===== src/rtl/byte_striping_n.sv =====
// byte_striping_n: round-robin word striper across LANES lanes with enable mask, realign and no-lane error
module byte_striping_n #(
  parameter int DATA_W = 8,
  parameter int LANES  = 4
) (
  input  logic                    clk_2f,
  input  logic                    reset,
  input  logic                    valid_in,
  input  logic [DATA_W-1:0]       data_in,
  input  logic [LANES-1:0]        lane_en,
  input  logic                    realign,
  output logic [LANES*DATA_W-1:0] lane_data,
  output logic [LANES-1:0]        lane_valid,
  output logic                    err_no_lane
);
  localparam int PTR_W = $clog2(LANES);
  logic [PTR_W-1:0]        r_ptr;
  logic [LANES*DATA_W-1:0] r_data;
  logic [LANES-1:0]        r_valid;
  logic                    r_err;
  logic [PTR_W-1:0]        w_tgt;
  logic                    w_found;
  logic [PTR_W-1:0]        w_next;
  // first enabled lane at or above the base, scanning downward so the nearest offset wins
  always_comb begin
    w_found = 1'b0;
    w_tgt   = '0;
    for (int o = LANES - 1; o >= 0; o--) begin
      int idx;
      idx = (realign ? 0 : int'(r_ptr)) + o;
      idx = idx >= LANES ? idx - LANES : idx;
      if (lane_en[idx]) begin
        w_found = 1'b1;
        w_tgt   = PTR_W'(idx);
      end
    end
  end
  assign w_next = w_tgt == PTR_W'(LANES - 1) ? '0 : w_tgt + 1'b1;
  // registered lane outputs and raw-successor pointer update
  always_ff @(posedge clk_2f) begin
    if (reset) begin
      r_ptr   <= '0;
      r_data  <= '0;
      r_valid <= '0;
      r_err   <= 1'b0;
    end else begin
      r_valid <= '0;
      r_err   <= 1'b0;
      if (valid_in && w_found) begin
        r_data[w_tgt*DATA_W +: DATA_W] <= data_in;
        r_valid[w_tgt]                 <= 1'b1;
        r_ptr                          <= w_next;
      end else begin
        r_err <= valid_in;
        if (realign) r_ptr <= '0;
      end
    end
  end
  assign lane_data   = r_data;
  assign lane_valid  = r_valid;
  assign err_no_lane = r_err;
endmodule

===== config.mk =====
export PLATFORM = sky130hd
export DESIGN_NAME = byte_striping_n
export DESIGN_NICKNAME = d
export VERILOG_FILES = /design/src/rtl/byte_striping_n.sv
export SDC_FILE = /design/constraint.sdc
export NUM_CORES = 1
export LEC_CHECK = 0
export CORE_MARGIN = 1
export CORE_UTILIZATION = 46
export CTS_CLUSTER_SIZE = 14
export DETAILED_ROUTE_END_ITERATION = 8
export GPL_TIMING_DRIVEN = 1
export PLACE_DENSITY = 0.79
export SYNTH_ARGS = -nofsm -noshare
export SYNTH_HDL_FRONTEND = slang
export SYNTH_SLANG_ARGS = --single-unit

===== constraint.sdc =====
create_clock -name clk_2f -period 4 [get_ports clk_2f]
set_input_delay 0.6 -clock clk_2f [delete_from_list [all_inputs] [get_ports clk_2f]]
set_output_delay 0.6 -clock clk_2f [all_outputs]
set_load 0.01 [all_outputs]

==> impl_metrics.csv <==
group,metric,value,unit
timing,max_slew.worst_pin.slew,0.679,ns
critical_path,peak_fanout_along_the_critical_path,8,
finish,fill_cells,263,
clocking,cts_post_setup_buffers_inserted,0,
run,max-cap-violations,0,
hold_path,timing.hold.worst_endpoint,"lane_data[16]",
hold_path,holdCritStartpoint,"lane_data[16]",
timing,timing_hold_violations_final,0,
logic_synthesis,synth.avg_cell_area,10.2,um^2
grt,grt_overflow,0,
logic_synthesis,netlist.top_cell.by_area,"sky130_fd_sc_hd__dfxtp_1",
floorplanning,row_cnt,21,
logic_synthesis,ys_async_sr_fraction,0,%
detailed_routing,antenna_violating_nets_post_route,0,
grt,grt_antenna_before_repair,0,
grt,grt_start_max_net_pins,21,
logic_synthesis,synth_edf_count,0,
logic_synthesis,sequential_element_share_of_the_synthesized_area,46.0,%
clocking,worst_skew_pair.late_latency,0.28,ns
floorplanning,placeable_core_region,3440,um^2
hold_path,holdCritPathClass,"register to register",
floorplanning,floorplan.die_area,3940,um^2
critical_path,crit-reg2reg-capture,"lane_data[24]",
timing,finalMaxSlewViolations,0,
logic_synthesis,yosysWarnings,0,
logic_synthesis,synth_common_cells,"sky130_fd_sc_hd__dfxtp_1, sky130_fd_sc_hd__nand2_1, sky130_fd_sc_hd__o31ai_1",
critical_path,worstPathArrival,3.75,ns
detailed_routing,initialDrtViolationCount,69,
timing,maxClockFrequency,0.284,GHz
logic_synthesis,number_of_instances_in_the_synthesized_netlist,166,
detailed_routing,wl_per_cell,15.1,um
critical_path,timing.critical_path.to_type,"register",
clocking,clk_root_buffer_cell,"sky130_fd_sc_hd__clkbuf_8",
detailed_routing,drt_wl_total,4060,um
power_and_ir_drop,ir_drop_worst_vdd,0.000243,V
floorplanning,io-pin-count,53,
floorplanning,start_util,49.3,%
placed_design,place_worst_setup_slack,0.217,ns
finish,nNetsFinal,245,
clocking,postCtsResizedCells,0,
critical_path,r2r-start,"r_ptr[0]",
logic_synthesis,synthesis.area,1700,um^2
detailed_routing,first_pass_iters,4,
critical_path,critical_path_start_type,"input pin",
timing,period_share,88.0,%
timing,setup_slack,0.479,ns
logic_synthesis,synth.top_cells.by_area,"sky130_fd_sc_hd__dfxtp_1, sky130_fd_sc_hd__a22o_1, sky130_fd_sc_hd__o31ai_1",
finish,final_instance_count_without_filler_cells,268,
logic_synthesis,synth_flop_cell,"sky130_fd_sc_hd__dfxtp_1",
timing,period_minus_slack,3.52,ns
clocking,clock_tree.buffer_depth,2,
clocking,ctsHtreeMaxLevel,2,
critical_path,timing.setup.critical_path_class,"input pin to register",
timing,timing.clock.skew,0.00506,ns
status,run_status,"finished, final reports clean",
finish,fin_area,2360,um^2
floorplanning,chipHeight,62.7,um
timing,totalNegativeSetupSlack,0,ns
finish,antenna-diode-count,0,
placed_design,place.detailed.instances,260,
logic_synthesis,total_nets_after_synthesis,190,
placed_design,place_hpwl,2980,um
clocking,cts_tree,"built",
timing,finalSetupViolCount,0,
logic_synthesis,post-synth-top-count-cell,"sky130_fd_sc_hd__dfxtp_1",
detailed_routing,vias,1507,
timing,slew_hr,54.7,%
placed_design,finalWeightedCongestion,0.861,
clocking,cts_made_buffers,5,
clocking,clkSinkCount,39,
detailed_routing,detail_route.vias_per_cell,5.62,
power_and_ir_drop,power.static_leakage,0.883,nW
grt,grt_pass1_wl,7150,um
critical_path,r2r_cells,10,
floorplanning,die_w,62.7,um
critical_path,r2r_slack,0.90,ns
placed_design,detailed_place.area,2250,um^2
logic_synthesis,synth_top_area_share,46.0,%
grt,via_count_of_the_first_global_routing_pass,1458,
critical_path,required_time_of_the_critical_path,4.23,ns
logic_synthesis,ys_types,36,
placed_design,buffer_ports.inserted,52,
logic_synthesis,yosys_register_bits,39,
clocking,post_cts_hold_buffer_count,0,
clocking,clock_slew_seen_by_the_registers_of_the_worst_setup_and_hold_paths,0.08,ns
detailed_routing,route.detailed.drc,0,
power_and_ir_drop,power_per_cell_area,364,nW/um^2
finish,drive_gt1_share,7.66,%
timing,grt_setup_unrepaired,"no",
hold_path,hold_depth,2,
finish,synthToLayoutAreaGrowth,39.1,%
grt,global_route.usage.total,23.1,%
==> layer usage <==
layer | wire length, um | GRT usage, %
met5 | 0 | 0
met4 | 70 | 9.30
met3 | 158 | 4.01
met2 | 2000 | 37.8
met1 | 1820 | 30.2
==> cells by family (layout without fill, tap and decap cells) <==
kind of cell | after synthesis | in the layout | synth area share, %
mux | 3 | 3 | 1.84
compound gates | 51 | 51 | 26.6
simple gates | 51 | 51 | 15.6
fa+ha+maj | 8 | 8 | 5.90
buf+inv | 14 | 70 | 4.06
flops | 39 | 39 | 46.0
==> state kept, by name, indices dropped and copies added (netlist names) <==
| name | cells |
|---|---|
| lane_data | 32 |
| r_ptr | 2 |
| lane_valid | 4 |
| err_no_lane | 1 |
==> critical path, cell delays in order <==
cell                              delay (ns)
sky130_fd_sc_hd__clkdlybuf4s50_1        0.61
sky130_fd_sc_hd__and2b_1                0.26
sky130_fd_sc_hd__a32o_1                 0.29
sky130_fd_sc_hd__o31ai_1                0.24
sky130_fd_sc_hd__a21oi_1                0.11
sky130_fd_sc_hd__or2_2                  0.33
sky130_fd_sc_hd__ha_1                   0.25
sky130_fd_sc_hd__nor2_1                 0.13
sky130_fd_sc_hd__nand2_1                0.15
sky130_fd_sc_hd__a2111oi_4              0.54
sky130_fd_sc_hd__a22o_1                 0.24
==> power breakdown <==
group / switching [W] / internal, W / leakage, nW
clock: 0.000138 / 0.000186 / 0.0581
combinational: 0.0000754 / 0.0000561 / 0.510
sequential: 0.00000710 / 0.000396 / 0.315
==> area by class of cell <==
| type | instances | area, um^2 | share of cell area (%) |
|---|---|---|---|
| clock inverter | 3 | 43.8 | 1.86 |
| timing repair buffer | 53 | 528 | 22.4 |
| inverter | 9 | 33.8 | 1.43 |
| clock buffer | 5 | 68.8 | 2.92 |
| tap | 46 | 57.6 | 2.44 |
| multi-input combinational | 113 | 847 | 35.9 |
| sequential | 39 | 781 | 33.1 |
==> cells in the final DEF, fill, tap and decap left out, drive strengths merged, types with 2 or more instances in the layout <==
cell type      count
nor3b              2
a2111oi            2
inv                9
a211oi             3
or2                2
a21oi              6
clkbuf             5
clkdlybuf4s50     52
mux2i              2
a22o              16
nor2               7
and2               6
nor2b              2
o31ai             17
nand2             21
ha                 8
clkinv             2
dfxtp             39
nand3b             4
==> worst max-delay path by stage <==
stage               startpoint            end  slack (ns)
floorplan              realign  lane_data[10]        0.81
global placement       realign  lane_data[31]        0.32
detailed placement     realign  lane_data[24]        0.22
CTS                    realign  lane_data[24]        0.51
global route           realign  lane_data[24]        0.25
finish                 realign  lane_data[24]        0.48
==> metrics by stage <==
stage | hold slack [ns] | util (%) | total power (W)
2_1_floorplan | 0.482 | - | 0.000493
3_3_place_gp | 0.435 | 65.3 | 0.000535
3_5_place_dp | 0.445 | 65.3 | 0.000541
4_1_cts | 0.462 | 68.6 | 0.000858
5_1_grt | 0.484 | 68.6 | 0.000899
6_report | 0.458 | 68.6 | 0.000858
Note: power is estimated with default switching activity, not from simulation.
